$ cat src/rtl/ram_arbiter.sv
// Two-requester arbiter (CPU path and loader/debug port) for a single-port RAM.
// Accesses are serialised via req/ack handshakes; all outputs are registered.
module ram_arbiter #(
  parameter int unsigned ADDR_W      = 8,
  parameter int unsigned DATA_W      = 16,
  parameter int unsigned RAM_LAT     = 1,
  parameter int unsigned MEM_DEPTH   = 256,
  parameter int unsigned LD_PRIORITY = 0
) (
  input  logic              clk,
  input  logic              rst,
  input  logic              cpu_req,
  input  logic              cpu_we,
  input  logic [ADDR_W-1:0] cpu_addr,
  input  logic [DATA_W-1:0] cpu_wdata,
  output logic              cpu_ack,
  output logic [DATA_W-1:0] cpu_rdata,
  output logic              cpu_err,
  input  logic              ld_req,
  input  logic              ld_we,
  input  logic [ADDR_W-1:0] ld_addr,
  input  logic [DATA_W-1:0] ld_wdata,
  output logic              ld_ack,
  output logic [DATA_W-1:0] ld_rdata,
  output logic              ld_err,
  output logic              ram_en,
  output logic              ram_we,
  output logic [ADDR_W-1:0] ram_addr,
  output logic [DATA_W-1:0] ram_wdata,
  input  logic [DATA_W-1:0] ram_rdata,
  output logic [1:0]        grant,
  output logic              busy
);

  typedef enum logic [1:0] {IDLE, ISSUE, WAIT, ACK} state_t;

  state_t            state, state_nxt;
  logic              any_req, pick_ld, addr_ok, sel_we;
  logic [ADDR_W-1:0] sel_addr;
  logic [DATA_W-1:0] sel_wdata;
  logic              last_ld, owner_ld, lat_we;
  logic [2:0]        cnt;

  // Winner selection; last_ld only matters for round-robin ties.
  always_comb begin
    any_req = cpu_req | ld_req;
    pick_ld = 1'b0;
    if (ld_req && !cpu_req)
      pick_ld = 1'b1;
    else if (ld_req && cpu_req)
      pick_ld = (LD_PRIORITY != 0) || !last_ld;
    sel_we    = pick_ld ? ld_we    : cpu_we;
    sel_addr  = pick_ld ? ld_addr  : cpu_addr;
    sel_wdata = pick_ld ? ld_wdata : cpu_wdata;
  end

  assign addr_ok = (33'(sel_addr) < 33'(MEM_DEPTH));

  always_ff @(posedge clk) begin
    if (rst) state <= IDLE;
    else     state <= state_nxt;
  end

  always_comb begin
    state_nxt = state;
    case (state)
      IDLE:    if (any_req) state_nxt = addr_ok ? ISSUE : ACK;
      ISSUE:   state_nxt = WAIT;
      WAIT:    if (cnt == 3'd0) state_nxt = ACK;
      ACK:     state_nxt = IDLE;
      default: state_nxt = IDLE;
    endcase
  end

  // ram_addr/ram_wdata double as the latched request copy for the whole access.
  always_ff @(posedge clk) begin
    if (rst) begin
      last_ld   <= 1'b1;
      owner_ld  <= 1'b0;
      lat_we    <= 1'b0;
      cnt       <= 3'd0;
      cpu_ack   <= 1'b0;
      cpu_err   <= 1'b0;
      cpu_rdata <= '0;
      ld_ack    <= 1'b0;
      ld_err    <= 1'b0;
      ld_rdata  <= '0;
      ram_en    <= 1'b0;
      ram_we    <= 1'b0;
      ram_addr  <= '0;
      ram_wdata <= '0;
      grant     <= 2'b00;
      busy      <= 1'b0;
    end else begin
      ram_en  <= 1'b0;
      ram_we  <= 1'b0;
      cpu_ack <= 1'b0;
      cpu_err <= 1'b0;
      ld_ack  <= 1'b0;
      ld_err  <= 1'b0;
      busy    <= (state_nxt != IDLE);
      case (state)
        IDLE: begin
          if (any_req) begin
            owner_ld  <= pick_ld;
            last_ld   <= pick_ld;
            lat_we    <= sel_we;
            ram_addr  <= sel_addr;
            ram_wdata <= sel_wdata;
            grant     <= pick_ld ? 2'b10 : 2'b01;
            if (addr_ok) begin
              ram_en <= 1'b1;
              ram_we <= sel_we;
            end else begin
              cpu_ack <= !pick_ld;
              cpu_err <= !pick_ld;
              ld_ack  <= pick_ld;
              ld_err  <= pick_ld;
            end
          end
        end
        ISSUE: cnt <= 3'(RAM_LAT - 1);
        WAIT: begin
          if (cnt == 3'd0) begin
            cpu_ack <= !owner_ld;
            ld_ack  <= owner_ld;
            if (!lat_we) begin
              if (owner_ld) ld_rdata  <= ram_rdata;
              else          cpu_rdata <= ram_rdata;
            end
          end else begin
            cnt <= cnt - 3'd1;
          end
        end
        ACK:     grant <= 2'b00;
        default: grant <= 2'b00;
      endcase
    end
  end

endmodule

$ cat config.mk
export PLATFORM = sky130hd
export DESIGN_NAME = ram_arbiter
export DESIGN_NICKNAME = d
export VERILOG_FILES = /design/src/rtl/ram_arbiter.sv
export SDC_FILE = /design/constraint.sdc
export NUM_CORES = 1
export LEC_CHECK = 0
export CAP_MARGIN = 10
export CELL_PAD_IN_SITES_DETAIL_PLACEMENT = 1
export CELL_PAD_IN_SITES_GLOBAL_PLACEMENT = 1
export CORE_ASPECT_RATIO = 1.1
export CORE_MARGIN = 10
export CORE_UTILIZATION = 32
export CTS_CLUSTER_SIZE = 25
export DETAILED_ROUTE_END_ITERATION = 12
export PLACE_DENSITY_LB_ADDON = 0.1
export RECOVER_POWER = 25
export SYNTH_ARGS = -nofsm -noshare
export SYNTH_HDL_FRONTEND = slang
export SYNTH_SLANG_ARGS = --single-unit
$ cat constraint.sdc
create_clock -name clk -period 4.8 [get_ports clk]
set_input_delay 1.44 -clock clk [delete_from_list [all_inputs] [get_ports clk]]
set_output_delay 1.44 -clock clk [all_outputs]
set_load 0.01 [all_outputs]
# Word-level counts from Yosys, hierarchy flattened
# Cells that the tools add are included.
word_totals:
  output_inout_bits: 65
  elab_cells: 60
  inputBits: 70
  reg_bits: 71
op_classes:
  n_eq_ne: 5
  n_addsub: 1
  n_mux: 14
  n_reduce_logical: 18
  bitwise: 7
ops:
  columns: ["op", "n"]
  rows:
  - ["16-bit two-way mux", 1]
  - ["2-bit two-way mux", 4]
  - ["8-bit two-way mux", 1]
  - ["2-bit one-hot mux with 4 select lines", 1]
  - ["4-bit AND reduction", 2]
  - ["1-bit inverter", 6]
  - ["3-bit one-hot mux with 2 select lines", 1]
  - ["2-bit AND reduction", 3]
  - ["2-bit nonzero test", 3]
  - ["3-bit OR reduction", 2]
  - ["2-bit == test (second input constant)", 2]
  - ["1-bit two-way mux", 4]
  - ["2-bit inequality test (second input constant)", 2]
  - ["2-bit one-hot mux with 2 select lines", 1]
  - ["1-bit zero test", 3]
  - ["3-bit zero test", 1]
  - ["3-bit two-way mux", 1]
  - ["3-bit by 1-bit subtractor with 3-bit output (second input constant)", 1]
  - ["2-bit by 1-bit == test with 1-bit output (second input constant)", 1]
  - ["1-bit logical AND", 2]
  - ["2-bit zero test", 1]
  - ["2-bit OR reduction", 1]
  - ["1-bit bitwise OR", 1]

# Depth between registers and ports, before layout
depth:
  depth_word: 6
  ltp_mapped: 8
  mapped_depth_nobuf: 6

# Worst setup path before layout
# Ideal clock, no wire load.
synth_path:
  path_type: "input -> register"
  startpoint: "input rst"
  endpoint: "register ram_addr[0]"
  required_ns: 4.653
  slack_ns: 2.516
  setup_ns: 0.147
  path_buffers: 2
  cell_stages: 3
  arrival_ns: 2.137
  path_cell_list: "clkbuf_1 clkbuf_1 a311oi_2"
synth_rtl:
  columns: ["item", "line", "rtl"]
  rows:
  - ["start, declared", "11", "input logic rst,"]
  - ["end signal, assigned", "108", "ram_addr <= sel_addr;"]
  - ["end, declared", "28", "output logic [ADDR_W-1:0] ram_addr,"]
# No word-level cell between the ends.

# Final worst setup path
layout_path:
  startpoint: "input rst"
  endpoint: "register cnt[0]"
layout_rtl:
  columns: ["item", "line", "rtl"]
  rows:
  - ["end signal, assigned", "122", "ISSUE: cnt <= 3'(RAM_LAT - 1);"]
  - ["end signal, assigned", "132", "cnt <= cnt - 3'd1;"]
  - ["end, declared", "42", "logic [2:0] cnt;"]
# No word-level cell between the ends.

==> results.cfg <==
[floorplanning]
floorplan.rows = 37
ioPinCount = 135
core_area_um2 = 9350
dieArea_um2 = 13900
chipWidth_um = 113
floorplan.die.height_um = 123
initial_utilization_pct = 32.8

[clock_tree]
ctsHtreeMaxLevel = 3
cts.root.buffer_cell = sky130_fd_sc_hd__clkbuf_8
tritoncts = yes
clkSlewWorstSetupHoldPaths_ns = 0.07
numClockSinks = 71
ctsLongestPathBuffers = 2
postCtsResizedCells = 0
worst_skew_pair.late_latency_ns = 0.34
post_cts_hold_buffer_count = 0
post_cts_setup_repair_bufs = 0
cts_inserted_buffers = 9

[synthesis]
synthesis.area_per_instance_um2 = 8.75
share_of_synthesized_cell_area_in_and_or_nand_and_nor_gates_pct = 23.6
post_synth_instance_area_um2 = 3060
yosys_reg_bits = 71
proportion_of_synthesized_area_in_mux_cells_pct = 0.327
area_fraction_in_compound_gates_after_synthesis_pct = 20.1
synth_seq_area_share_pct = 46.4
yosys_warnings = 0
postSynth.topFlopCell = sky130_fd_sc_hd__dfxtp_1
share_of_the_synthesized_netlist_area_taken_by_xor_and_xnor_gates_pct = 0
main_combinational_cell_family_by_area_after_synthesis = simple AND/OR/NAND/NOR gates
syn-instance-count = 350
asyncSetResetFlopFracSynth_pct = 0
synth-adder-area-share_pct = 2.86
synth_cell_type_count = 42
synth-edff-count = 0

[global_route]
grt_util_all_layers_pct = 13.5
grt_antenna_before_repair = 0
grt_start_max_net_pins = 49
first_global_vias = 3011
grt_pass1_wl_um = 15200
grt_overflow = 0

[drt]
drc_errors = 0
antenna_violating_nets_post_route = 0
mean_number_of_vias_per_cell = 4.76
drt_pre_antenna_iters = 4
drtIter0Drc = 49
routedWlPerCell_um = 16.6
route.final.wire_length_um = 9760
routed-via-count = 2806

[finish]
register_area_um2 = 1420
layout.nets = 544
antenna_cells_inserted = 0
finish.instance_area_um2 = 4550
post_route_cells_drive_above_1_share_pct = 12.5
syn2layout_area_growth_pct = 48.7
finish.cell_count_without_fillers = 589
multiInputGateArea_um2 = 1440
final.fill_count = 1081

[setup_path]
path_delay_family = buffers and inverters
path_buf_inv = 2
worst-path-max-fanout = 37
crit_path_start_kind = input port
cp_data_arrival_time_ns = 3.88
crit_path_end_kind = register
startpoint = rst
timing.critical_path.required_ns = 4.99
path_class = input port to register
critPathSlowestCell = sky130_fd_sc_hd__clkbuf_1
critical_path.cell_chain = clkbuf_1, clkbuf_2, a21oi_1
rr_startpoint = state[0]
critical-path-max-stage-delay_ns = 1.50

[sta]
timing.final.crit_share_pct = 77.0
final-max-slew-violation-count = 38
worst_pin_slew_ns = 2.15
setup-tns-final_ns = 0
finalClockSkew_ns = 0.0120
final_number_of_hold_violating_endpoints = 0
setup_viol = 0
max_freq_mhz = 271
rsz_0062_raised_after_global_routing = false
relSlewSlack_pct = -43.5
finalWorstPathRequiredPeriod_ns = 3.70

[job]
timing.max_cap.violations = 1

[run_status]
violations = max-capacitance violations, max-slew violations
run_status = finished, violations left

[min_path]
source_of_the_worst_hold_timing_path = cpu_rdata[8]
hp-class = register to register

[place]
placed_cells_incl_taps = 573
dpl_cell_area_um2 = 4360
hpwlAfterDp_um = 7350
place.gp.congestion = 0.705
numPortBuffers = 132

[power]
static_power_due_to_leakage_nw = 1.60
irDropWorstVdd_mv = 0.203
cellPowerDensity_nw_per_um2 = 469
==> synthesized netlist by cell type (all sizes together), types with 2 or more instances <==
cell | n | area [um^2]
inv | 5 | 18.8
dfxtp | 71 | 1420
nand2b | 3 | 18.8
ha | 7 | 87.6
nor2 | 27 | 101
buf | 19 | 146
nor2b | 2 | 12.5
o21ai | 4 | 23.8
a311oi | 22 | 305
nor3 | 4 | 20.0
a21oi | 40 | 200
clkbuf | 10 | 38.8
nand3 | 4 | 20.0
nand2 | 110 | 458
a32oi | 2 | 17.5
==> through the flow <==
| stage | util [%] | hold WS [ns] | setup slack (ns) | total power [mW] |
|---|---|---|---|---|
| floorplan | - | 0.450 | 2.52 | 1.31 |
| global placement | 46.6 | 0.443 | 1.38 | 1.66 |
| detailed placement | 46.6 | 0.450 | 1.32 | 1.69 |
| CTS | 48.7 | 0.460 | 1.68 | 2.17 |
| global route | 48.7 | 0.479 | 0.885 | 2.29 |
| finish | 48.7 | 0.455 | 1.10 | 2.14 |
==> worst min-delay path, stage by stage, from the launching register on <==
cell and delay [ns]:
sky130_fd_sc_hd__dfxtp_1 0.31, sky130_fd_sc_hd__nand2_1 0.05, sky130_fd_sc_hd__a21oi_1 0.05
==> power by group <==
group | internal [mW] | switching [mW] | leakage [nW]
clock network | 0.252 | 0.228 | 0.0981
logic | 0.416 | 0.439 | 0.917
registers | 0.722 | 0.0778 | 0.581
total | 1.39 | 0.746 | 1.60
==> kinds of logic (layout without fill, tap and decap cells) <==
logic type	count (synthesis)	in the layout
AOI/OAI and AO/OA	75	75
adders and majority gates	7	7
and+or+nand+nor	161	161
other	1	2
DFF	71	71
muxes	1	1
buffers and inverters	34	155
==> sequential cells by signal (all words and copies together) (netlist names), 2 cells and up <==
| name | count |
|---|---|
| cpu_rdata | 16 |
| ld_rdata | 16 |
| ram_wdata | 16 |
| ram_addr | 8 |
| cnt | 3 |
| grant | 2 |
| state | 2 |
==> cell type report <==
cell class / count / area share, %
flip-flops and latches: 71 / 31.2
inverters: 5 / 0.412
clock inverters: 6 / 1.32
multi-input cells: 246 / 31.7
well taps: 117 / 3.21
repair buffers: 134 / 29.1
clock buffers: 10 / 3.02
==> placed cells by master (no fill, tap or decap), types with 2 or more instances in the layout <==
| master | count |
|---|---|
| sky130_fd_sc_hd__o21ai_0 | 3 |
| sky130_fd_sc_hd__clkinvlp_4 | 2 |
| sky130_fd_sc_hd__a311oi_2 | 18 |
| sky130_fd_sc_hd__inv_1 | 5 |
| sky130_fd_sc_hd__ha_1 | 7 |
| sky130_fd_sc_hd__a311oi_1 | 4 |
| sky130_fd_sc_hd__conb_1 | 2 |
| sky130_fd_sc_hd__nor2_1 | 27 |
| sky130_fd_sc_hd__nor2b_1 | 2 |
| sky130_fd_sc_hd__clkbuf_8 | 10 |
| sky130_fd_sc_hd__nand2_2 | 18 |
| sky130_fd_sc_hd__clkinv_2 | 3 |
| sky130_fd_sc_hd__clkdlybuf4s50_1 | 131 |
| sky130_fd_sc_hd__nand2_1 | 92 |
| sky130_fd_sc_hd__nand2b_1 | 3 |
| sky130_fd_sc_hd__a32oi_1 | 2 |
| sky130_fd_sc_hd__nand3_1 | 4 |
| sky130_fd_sc_hd__a21oi_1 | 40 |
| sky130_fd_sc_hd__nor3_1 | 4 |
| sky130_fd_sc_hd__dfxtp_1 | 71 |
==> routing by layer <==
metal	up-vias	share of wire, %	track usage, %
met5	-	0	0
met4	0	0.91	4.05
met3	6	12	7.91
met2	95	47	22.6
met1	1296	41	14.0
li1	1409	-	-
==> worst paths after layout <==
check / endpoint / slack, ns / cells past startpoint
setup / recovery: cnt[0] / 1.10 / 3
hold / removal: cpu_rdata[8] / 0.45 / 2
setup reg to reg: ram_wdata[5] / 2.53 / 5
hold reg to reg: cpu_rdata[8] / 0.45 / 2
(Power assumes the default switching activity.)
